$ cat src/rtl/dram_port_sched.sv
// dram_port_sched: shares the external DRAM read port (address out, data in) and the
// write-back port between NREQ burst requesters.
//
// Ports:
//   i_clk, i_reset_n          clock, asynchronous active-low reset
//   i_rd_req/addr/len         per-requester burst request (held until o_rd_gnt)
//   o_rd_gnt                  one-cycle one-hot burst accept
//   o_rd_valid/last/data      registered return beats, routed by requester id
//   o_DRAM_1_addr             registered DRAM read address
//   i_DRAM_out_data           DRAM read data, valid RD_LAT cycles after the address
//   i_wr_valid/data           per-requester write beats
//   o_wr_ready                combinational one-hot write accept
//   o_DRAM_in3_WEN/Data       registered write strobe (active-low) and data
module dram_port_sched #(
    parameter int unsigned NREQ   = 2,
    parameter int unsigned ADDR_W = 13,
    parameter int unsigned DATA_W = 8,
    parameter int unsigned LEN_W  = 8,
    parameter int unsigned RD_LAT = 2
) (
    input  logic                     i_clk,
    input  logic                     i_reset_n,
    input  logic [NREQ-1:0]          i_rd_req,
    input  logic [NREQ*ADDR_W-1:0]   i_rd_addr,
    input  logic [NREQ*LEN_W-1:0]    i_rd_len,
    output logic [NREQ-1:0]          o_rd_gnt,
    output logic [NREQ-1:0]          o_rd_valid,
    output logic                     o_rd_last,
    output logic [DATA_W-1:0]        o_rd_data,
    output logic [ADDR_W-1:0]        o_DRAM_1_addr,
    input  logic [DATA_W-1:0]        i_DRAM_out_data,
    input  logic [NREQ-1:0]          i_wr_valid,
    input  logic [NREQ*DATA_W-1:0]   i_wr_data,
    output logic [NREQ-1:0]          o_wr_ready,
    output logic                     o_DRAM_in3_WEN,
    output logic [DATA_W-1:0]        o_DRAM_in3_Data
);
    localparam int unsigned ID_W = (NREQ > 1) ? $clog2(NREQ) : 1;
    localparam int unsigned DC_W = $clog2(RD_LAT + 2);

    typedef enum logic [1:0] {StIdle, StIssue, StDrain} rd_state_e;

    // Returns {found, index} of the first set bit at or after ptr, wrapping.
    function automatic logic [ID_W:0] rr_pick(input logic [NREQ-1:0] req,
                                              input logic [ID_W-1:0] ptr);
        logic            found;
        logic [ID_W-1:0] idx;
        logic [ID_W-1:0] cand;
        found = 1'b0;
        idx   = '0;
        for (int unsigned i = 0; i < NREQ; i++) begin
            cand = ID_W'((32'(ptr) + i) % NREQ);
            if (!found && req[cand]) begin
                found = 1'b1;
                idx   = cand;
            end
        end
        return {found, idx};
    endfunction

    function automatic logic [ID_W-1:0] ptr_after(input logic [ID_W-1:0] idx);
        return ID_W'((32'(idx) + 1) % NREQ);
    endfunction

    logic [ADDR_W-1:0] req_addr [NREQ];
    logic [LEN_W-1:0]  req_len  [NREQ];
    logic [DATA_W-1:0] req_wdat [NREQ];

    always_comb begin
        for (int unsigned i = 0; i < NREQ; i++) begin
            req_addr[i] = i_rd_addr[i*ADDR_W +: ADDR_W];
            req_len[i]  = i_rd_len[i*LEN_W +: LEN_W];
            req_wdat[i] = i_wr_data[i*DATA_W +: DATA_W];
        end
    end

    rd_state_e         state_q, state_d;
    logic [ID_W-1:0]   rr_rd_ptr_q, rr_rd_ptr_d;
    logic [ID_W-1:0]   rd_id_q, rd_id_d;
    logic [ADDR_W-1:0] base_q, base_d;
    logic [ADDR_W-1:0] addr_q, addr_d;
    logic [LEN_W-1:0]  len_q, len_d;
    logic [LEN_W-1:0]  beat_q, beat_d;
    logic [DC_W-1:0]   drain_q, drain_d;
    logic [NREQ-1:0]   gnt_q, gnt_d;
    logic              issue_v, issue_last;
    logic [ID_W:0]     rd_pick;

    // Return pipeline: stage 0 lines up with the registered address, stage RD_LAT with
    // the cycle in which the DRAM presents the matching data.
    logic [RD_LAT:0]   pv_q, pl_q;
    logic [ID_W-1:0]   pid_q [RD_LAT+1];
    logic [NREQ-1:0]   rd_valid_q;
    logic              rd_last_q;
    logic [DATA_W-1:0] rd_data_q;

    logic [ID_W-1:0]   rr_wr_ptr_q;
    logic [ID_W:0]     wr_pick;
    logic              wr_fire;
    logic [ID_W-1:0]   wr_idx;
    logic              wen_q;
    logic [DATA_W-1:0] wdata_q;

    always_comb begin
        state_d     = state_q;
        rr_rd_ptr_d = rr_rd_ptr_q;
        rd_id_d     = rd_id_q;
        base_d      = base_q;
        len_d       = len_q;
        beat_d      = beat_q;
        drain_d     = drain_q;
        gnt_d       = '0;
        addr_d      = addr_q;
        issue_v     = 1'b0;
        issue_last  = 1'b0;
        rd_pick     = rr_pick(i_rd_req, rr_rd_ptr_q);
        unique case (state_q)
            StIdle: begin
                if (rd_pick[ID_W]) begin
                    rd_id_d     = rd_pick[ID_W-1:0];
                    base_d      = req_addr[rd_pick[ID_W-1:0]];
                    len_d       = req_len[rd_pick[ID_W-1:0]];
                    beat_d      = '0;
                    gnt_d       = NREQ'(1) << rd_pick[ID_W-1:0];
                    rr_rd_ptr_d = ptr_after(rd_pick[ID_W-1:0]);
                    state_d     = StIssue;
                end
            end
            StIssue: begin
                // Address wraps modulo 2^ADDR_W by truncation.
                addr_d     = base_q + ADDR_W'(beat_q);
                issue_v    = 1'b1;
                issue_last = (beat_q == len_q);
                if (issue_last) begin
                    drain_d = '0;
                    state_d = StDrain;
                end else begin
                    beat_d = beat_q + 1'b1;
                end
            end
            StDrain: begin
                if (drain_q == DC_W'(RD_LAT)) begin
                    state_d = StIdle;
                end else begin
                    drain_d = drain_q + 1'b1;
                end
            end
            default: state_d = StIdle;
        endcase
    end

    always_comb begin
        wr_pick    = rr_pick(i_wr_valid, rr_wr_ptr_q);
        wr_fire    = wr_pick[ID_W];
        wr_idx     = wr_pick[ID_W-1:0];
        o_wr_ready = wr_fire ? (NREQ'(1) << wr_idx) : '0;
    end

    always_ff @(posedge i_clk or negedge i_reset_n) begin
        if (!i_reset_n) begin
            state_q     <= StIdle;
            rr_rd_ptr_q <= '0;
            rd_id_q     <= '0;
            base_q      <= '0;
            len_q       <= '0;
            beat_q      <= '0;
            drain_q     <= '0;
            gnt_q       <= '0;
            addr_q      <= '0;
            pv_q        <= '0;
            pl_q        <= '0;
            for (int unsigned i = 0; i <= RD_LAT; i++) begin
                pid_q[i] <= '0;
            end
            rd_valid_q  <= '0;
            rd_last_q   <= 1'b0;
            rd_data_q   <= '0;
            rr_wr_ptr_q <= '0;
            wen_q       <= 1'b1;
            wdata_q     <= '0;
        end else begin
            state_q     <= state_d;
            rr_rd_ptr_q <= rr_rd_ptr_d;
            rd_id_q     <= rd_id_d;
            base_q      <= base_d;
            len_q       <= len_d;
            beat_q      <= beat_d;
            drain_q     <= drain_d;
            gnt_q       <= gnt_d;
            addr_q      <= addr_d;
            pv_q        <= {pv_q[RD_LAT-1:0], issue_v};
            pl_q        <= {pl_q[RD_LAT-1:0], issue_last};
            pid_q[0]    <= rd_id_q;
            for (int unsigned i = 1; i <= RD_LAT; i++) begin
                pid_q[i] <= pid_q[i-1];
            end
            rd_valid_q  <= pv_q[RD_LAT] ? (NREQ'(1) << pid_q[RD_LAT]) : '0;
            rd_last_q   <= pv_q[RD_LAT] & pl_q[RD_LAT];
            if (pv_q[RD_LAT]) begin
                rd_data_q <= i_DRAM_out_data;
            end
            wen_q <= ~wr_fire;
            if (wr_fire) begin
                wdata_q     <= req_wdat[wr_idx];
                rr_wr_ptr_q <= ptr_after(wr_idx);
            end
        end
    end

    assign o_rd_gnt        = gnt_q;
    assign o_rd_valid      = rd_valid_q;
    assign o_rd_last       = rd_last_q;
    assign o_rd_data       = rd_data_q;
    assign o_DRAM_1_addr   = addr_q;
    assign o_DRAM_in3_WEN  = wen_q;
    assign o_DRAM_in3_Data = wdata_q;

endmodule
$ cat config.mk
export PLATFORM = sky130hd
export DESIGN_NAME = dram_port_sched
export DESIGN_NICKNAME = d
export VERILOG_FILES = /design/src/rtl/dram_port_sched.sv
export SDC_FILE = /design/constraint.sdc
export NUM_CORES = 1
export LEC_CHECK = 0
export CORE_UTILIZATION = 35
export DETAILED_ROUTE_END_ITERATION = 8
export HOLD_SLACK_MARGIN = 0.08
export MAX_ROUTING_LAYER = met4
export PLACE_DENSITY = 0.72
export SLEW_MARGIN = 40
export SYNTH_ARGS = -nofsm -noshare
export SYNTH_HDL_FRONTEND = slang
export SYNTH_SLANG_ARGS = --single-unit
export TNS_END_PERCENT = 10
$ cat constraint.sdc
create_clock -name i_clk -period 2.2 [get_ports i_clk]
set_clock_uncertainty 0.2 [all_clocks]
set_input_delay 0.33 -clock i_clk [delete_from_list [all_inputs] [get_ports i_clk]]
set_output_delay 0.33 -clock i_clk [all_outputs]
set_load 0.01 [all_outputs]
==> flow_metrics.env, run 1 <==
export IMPL_cp_end_kind="flip-flop"
export IMPL_fmax_mhz=476
export IMPL_grt_max_degree=47
export IMPL_final_cell_mix="clkdlybuf4s50_1, dfrtp_1, nand2_1"
export IMPL_syn_area_sq_um=3750
export IMPL_clock_root_buffer="clkbuf_8"
export IMPL_synth_edf_count=0
export IMPL_cts_buffers_inserted=9
export IMPL_synth_top_area_cell="dfrtp_1"
export IMPL_setup_violations=0
export IMPL_clk_pin_slew_worst_paths_ns=0.08
export IMPL_path_common_cell="o211ai_1"
export IMPL_total_power_uw=5800
export IMPL_cp_start_kind="flip-flop"
export IMPL_p_per_area_nw_per_um2=1090
export IMPL_r2r_end="o_DRAM_1_addr[9]"
export IMPL_crit_chain="ha_1 > o211ai_1 > o211ai_1 > a31oi_2 > o21a_1 > o31a_1"
export IMPL_dpl_hpwl_mm=5.98
export IMPL_drt_pass1_iter_count=4
export IMPL_critical_path_buf_inv_count=0
export IMPL_grt_pass1_vias=3002
export IMPL_slew_violations=0
export IMPL_syn_nets=431
export IMPL_die_area_sq_um=11100
export IMPL_fin_crit_sh=0.955
export IMPL_arrival_ns=2.14
export IMPL_status="complete, no violations"
export IMPL_cts_setup_buffers=0
export IMPL_final_antenna_net_count=0
export IMPL_hold_start="pl_q[1]"
export IMPL_io_pins=109
export IMPL_cts_sinks=80
export IMPL_die_w_um=105
export IMPL_grt_pass1_wl_mm=13.3
export IMPL_yosysWarnings=0
export IMPL_min_to="pl_q[2]"
export IMPL_fp_coreArea_sq_um=10400
export IMPL_rows=37
export IMPL_tightest_slew_ns=0.456
export IMPL_grtUsageTotal=0.156
export IMPL_antenna_found_initial=0
export IMPL_worstReg2RegStart="base_q[3]"
export IMPL_cts_tree="yes"
export IMPL_syn2layout_area_growth_pct=42.6
export IMPL_antenna_cells=0
export IMPL_syn_inst=348
export IMPL_worstRegToRegCells=6
export IMPL_final_common_cell="clkdlybuf4s50_1"
export IMPL_synthArstFlopShare=1.00
export IMPL_crit_family="compound AO/OA/AOI/OAI gates"
export IMPL_drtIter0Drc=98
export IMPL_cp_slowest_cell="dfrtp_1"
export IMPL_cp_required_ns=2.24
export IMPL_place_ws_ns=-0.0204
export IMPL_htree_levels=3
export IMPL_drc_errors=0
export IMPL_fin_nets=552
export IMPL_hold_class="flip-flop to flip-flop"
export IMPL_vias=2925
export IMPL_ys_seq_elements=80
export IMPL_synth_ff_type="dfrtp_1"
export IMPL_synth_top_area_share=0.528
export IMPL_numPortBuffers=108
export IMPL_via_per_inst=4.80
export IMPL_synthTopCellsByArea="dfrtp_1, mux2i_1, nand2_1"
export IMPL_syn_area_per_cell_sq_um=10.8
export IMPL_clk_latency_ns=0.35
export IMPL_path_max_fanout=4
export IMPL_slew_headroom=0.696
export IMPL_whs_path_depth=0
export IMPL_synth_distinct_cells=41
export IMPL_initial_core_util=0.361
export IMPL_cpPeakStageDelay_ns=0.40
export IMPL_synth_seq_area_share=0.535
export IMPL_power_leakage_uw=0.00237
export IMPL_clockBufferDepth=2
export IMPL_die_h_um=105
export IMPL_r2r_setup_slack_ns=0.1
export IMPL_setup_slack_ns=0.0981
export IMPL_grt_ovfl_total=0
export IMPL_wl_mm=7.85
export IMPL_avgRoutedWirePerCell_um=12.9
export IMPL_hold_viol=0
export IMPL_vdd_drop_max_mv=0.477
export IMPL_drive_gt1_frac=0.114
export IMPL_cap_violations=0
export IMPL_gp_congestion=0.872
export IMPL_min_period_ns=2.10
export IMPL_crit_type="flip-flop to flip-flop"
==> power breakdown <==
part / switching (uW) / internal, uW / leakage [uW]
Sequential: 323 / 1920 / 0.000989
Combinational: 1190 / 1290 / 0.00129
Clock: 516 / 558 / 0.0000928
==> worst max path at each step <==
| stage | start | endpoint | slack (ns) | depth (start not counted) |
|---|---|---|---|---|
| 2_1_floorplan | beat_q[4] | o_DRAM_1_addr[11] | 0.18 | 6 |
| 3_5_place_dp | i_wr_valid[0] | o_wr_ready[0] | -0.02 | 6 |
| 6_report | base_q[3] | o_DRAM_1_addr[9] | 0.1 | 6 |
| 3_3_place_gp | i_wr_valid[0] | o_wr_ready[0] | -0.007 | 6 |
| 4_1_cts | base_q[1] | o_DRAM_1_addr[9] | 0.03 | 6 |
| 5_1_grt | base_q[3] | o_DRAM_1_addr[11] | -0.009 | 6 |
==> cells in the mapped netlist, types with 2 or more instances <==
| cell type | instances |
|---|---|
| nor2_1 | 17 |
| nand2b_1 | 3 |
| o21ai_1 | 4 |
| o31a_1 | 2 |
| nand2_1 | 56 |
| ha_1 | 10 |
| and2_1 | 3 |
| nor4_4 | 2 |
| mux2_2 | 9 |
| o211ai_1 | 3 |
| o21a_1 | 3 |
| nor3_1 | 4 |
| dfrtp_1 | 79 |
| xnor2_1 | 8 |
| a21o_1 | 4 |
| clkbuf_1 | 9 |
| buf_2 | 2 |
| a21oi_1 | 9 |
| inv_1 | 8 |
| mux2i_1 | 30 |
| o21ai_0 | 42 |
| nand3_1 | 2 |
| nor2b_1 | 2 |
| xor2_1 | 13 |
| a31oi_1 | 3 |
| a211oi_1 | 4 |
| nand4_1 | 3 |
==> timing repair <==
item | CTS | global route
hold endpoints to repair | 34 | 0
pin swaps | 0 | 2
resized for setup | 1 | 7
endpoints found under the setup margin | 1 | 5
hold buffers | 1 | 0
==> cell type report <==
cell class	count	area, sq um
Inverter	8	30.0
Sequential cell	80	2000
Clock buffer	12	145
Clock inverter	4	53.8
Fill cell	956	5030
Timing Repair Buffer	122	1220
Tap cell	136	170
Multi-Input combinational cell	248	1710
==> kinds of logic after synthesis <==
group           count (synthesis)  synth area share
fa+ha+maj                      11            0.0387
flops                          80             0.535
mux                            39             0.107
xor+xnor                       21            0.0491
simple gates                   96             0.119
buf+inv                        20            0.0207
compound gates                 81             0.131
==> per-stage QoR <==
step | std cells | util | instance area, sq um | TNS [ns] | hold slack, ns
6_report | 610 | 0.515 | 5340 | 0 | 0.151
5_1_grt | 610 | 0.515 | 5340 | -0.00869 | 0.155
4_1_cts | 610 | 0.511 | 5300 | 0 | 0.155
3_5_place_dp | 593 | 0.491 | 5090 | -0.0204 | 0.111
3_3_place_gp | 593 | 0.491 | 5090 | -0.00737 | 0.109
2_1_floorplan | 348 | - | 3750 | 0 | -0.166
==> per-layer routing <==
layer  GRT usage  wire length, um  part of all wire
met2       0.256             3720              0.47
met4      0.0704              130             0.017
met3      0.0346              503             0.064
met5           -                0                 0
met1       0.183             3500              0.45
==> sequential cells by signal, indices dropped and copies added (netlist names), 2 cells and up <==
name / count
state_q: 2
o_rd_valid: 2
base_q: 13
pid_q: 3
pv_q: 3
o_DRAM_in3_Data: 8
beat_q: 8
pl_q: 3
drain_q: 2
o_DRAM_1_addr: 13
o_rd_data: 8
len_q: 8
o_rd_gnt: 2
No activity file was read; power rests on OpenSTA's default activity.
==> run 2, diff against run 1 <==
--- a/config.mk
+++ b/config.mk
@@ -8,7 +8,6 @@
 export CORE_UTILIZATION = 35
 export DETAILED_ROUTE_END_ITERATION = 8
 export HOLD_SLACK_MARGIN = 0.08
-export MAX_ROUTING_LAYER = met4
 export PLACE_DENSITY = 0.72
 export SLEW_MARGIN = 40
 export SYNTH_ARGS = -nofsm -noshare
==> run 2 against run 1 <==
Critical path depth stayed put; combinational power about the same; wire length grew 0.11%; critical endpoint unchanged; clock power is essentially flat; largest power group unchanged; register-to-register slack barely moved.
==> flow_metrics.env, run 2 (same netlist as run 1, synthesis figures left out) <==
export IMPL_status="complete, no violations"
export IMPL_cap_violations=0
export IMPL_path_max_fanout=4
export IMPL_antenna_found_initial=0
export IMPL_vdd_drop_max_mv=0.477
export IMPL_fin_crit_sh=0.955
export IMPL_cp_required_ns=2.23
export IMPL_io_pins=109
export IMPL_cp_end_kind="flip-flop"
export IMPL_slew_headroom=0.695
export IMPL_tightest_slew_ns=0.457
export IMPL_cts_sinks=80
export IMPL_die_w_um=105
export IMPL_gp_congestion=0.858
export IMPL_dp_cells=593
export IMPL_hold_class="flip-flop to flip-flop"
export IMPL_wl_mm=7.86
export IMPL_path_common_cell="o211ai_1"
export IMPL_fmax_mhz=476
export IMPL_cp_start_kind="flip-flop"
export IMPL_hold_viol=0
export IMPL_p_per_area_nw_per_um2=1090
export IMPL_final_cell_mix="clkdlybuf4s50_1, dfrtp_1, nand2_1"
export IMPL_slew_violations=0
export IMPL_cts_setup_buffers=0
export IMPL_setup_violations=0
export IMPL_dpl_hpwl_mm=5.98
export IMPL_die_area_sq_um=11100
export IMPL_final_common_cell="clkdlybuf4s50_1"
export IMPL_clockBufferDepth=2
export IMPL_die_h_um=105
export IMPL_antenna_cells=0
export IMPL_fp_coreArea_sq_um=10400
export IMPL_crit_type="flip-flop to flip-flop"
export IMPL_clock_root_buffer="clkbuf_8"
export IMPL_crit_chain="ha_1 > o211ai_1 > o211ai_1 > a31oi_2 > o21a_1 > o31a_1"
export IMPL_grtUsageTotal=0.151
export IMPL_fin_nets=552
export IMPL_avgRoutedWirePerCell_um=12.9
export IMPL_grt_ovfl_total=0
export IMPL_drt_pass1_iter_count=5
export IMPL_min_period_ns=2.10
export IMPL_initial_core_util=0.361
export IMPL_drtIter0Drc=110
export IMPL_total_power_uw=5800
export IMPL_clk_latency_ns=0.35
export IMPL_arrival_ns=2.13
export IMPL_grt_pass1_vias=2995
export IMPL_drive_gt1_frac=0.114
export IMPL_syn2layout_area_growth_pct=42.6
export IMPL_via_per_inst=4.79
export IMPL_clk_pin_slew_worst_paths_ns=0.08
export IMPL_power_leakage_uw=0.00237
export IMPL_drc_errors=0
export IMPL_instances_no_fill=610
export IMPL_rows=37
export IMPL_htree_levels=3
export IMPL_cpPeakStageDelay_ns=0.40
export IMPL_cp_slowest_cell="dfrtp_1"
export IMPL_fill_cells=956
export IMPL_cts_buffers_inserted=9
export IMPL_vias=2921
export IMPL_numPortBuffers=108
export IMPL_grt_pass1_wl_mm=13.3
export IMPL_cts_tree="yes"
export IMPL_grt_max_degree=47
export IMPL_final_antenna_net_count=0
## run 2: per-stage QoR
step / util / setup slack, ns / area, sq um / hold WS, ns / setup TNS (ns)
CTS: 0.511 / 0.0264 / 5300 / 0.155 / 0
detailed placement: 0.491 / -0.0204 / 5090 / 0.111 / -0.0204
floorplan: - / 0.182 / 3750 / -0.166 / 0
finish: 0.515 / 0.0982 / 5340 / 0.152 / 0
global placement: 0.491 / -0.00737 / 5090 / 0.109 / -0.00737
global route: 0.515 / -0.00868 / 5340 / 0.155 / -0.00868
## run 2: final timing paths
kind / slack (ns) / to / start / depth (start not counted)
worst min-delay path: 0.15 / pl_q[2] / pl_q[1] / 0
min in group asynchronous: 0.28 / o_DRAM_in3_Data[0] / i_reset_n / 2
worst max-delay path: 0.1 / o_DRAM_1_addr[9] / base_q[3] / 6
max in group asynchronous: 0.88 / o_DRAM_in3_WEN / i_reset_n / 3
worst max register to register: 0.1 / o_DRAM_1_addr[9] / base_q[3] / 6
worst min register to register: 0.15 / pl_q[2] / pl_q[1] / 0
## run 2: area by class of cell
type                            instances  area (sq um)  share of cell area
Clock buffer                           12           145              0.0272
Multi-Input combinational cell        248          1710               0.321
Clock inverter                          4          53.8              0.0101
Inverter                                8          30.0             0.00562
Tap cell                              136           170              0.0319
Sequential cell                        80          2000               0.375
Timing Repair Buffer                  122          1220               0.229
## run 2: per-layer routing
| metal | GRT usage | vias up | share of wire |
|---|---|---|---|
| met2 | 0.255 | 93 | 0.47 |
| met3 | 0.0334 | 11 | 0.064 |
| met1 | 0.183 | 1355 | 0.45 |
| met4 | 0.0704 | 0 | 0.016 |
| met5 | 0 | - | 0 |
| li1 | - | 1462 | - |
## run 2: timing repair
| action | CTS | global route |
|---|---|---|
| hold endpoints to repair | 34 | 0 |
| resized for setup | 1 | 7 |
| hold buffers | 1 | 0 |
| pin swaps | 0 | 2 |
| setup endpoints to repair | 1 | 5 |
| cloned | 0 | 0 |
## run 2: critical path: cells and delay by family (launching register included)
kind | cells | cell delay [ns]
AOI/OAI and AO/OA | 5 | 1.04
DFF | 1 | 0.40
adders and majority gates | 1 | 0.35
## run 2: power breakdown
part	total (uW)	internal (uW)	switching (uW)
logic	2490	1290	1190
clock network	1070	558	514
registers	2240	1920	323
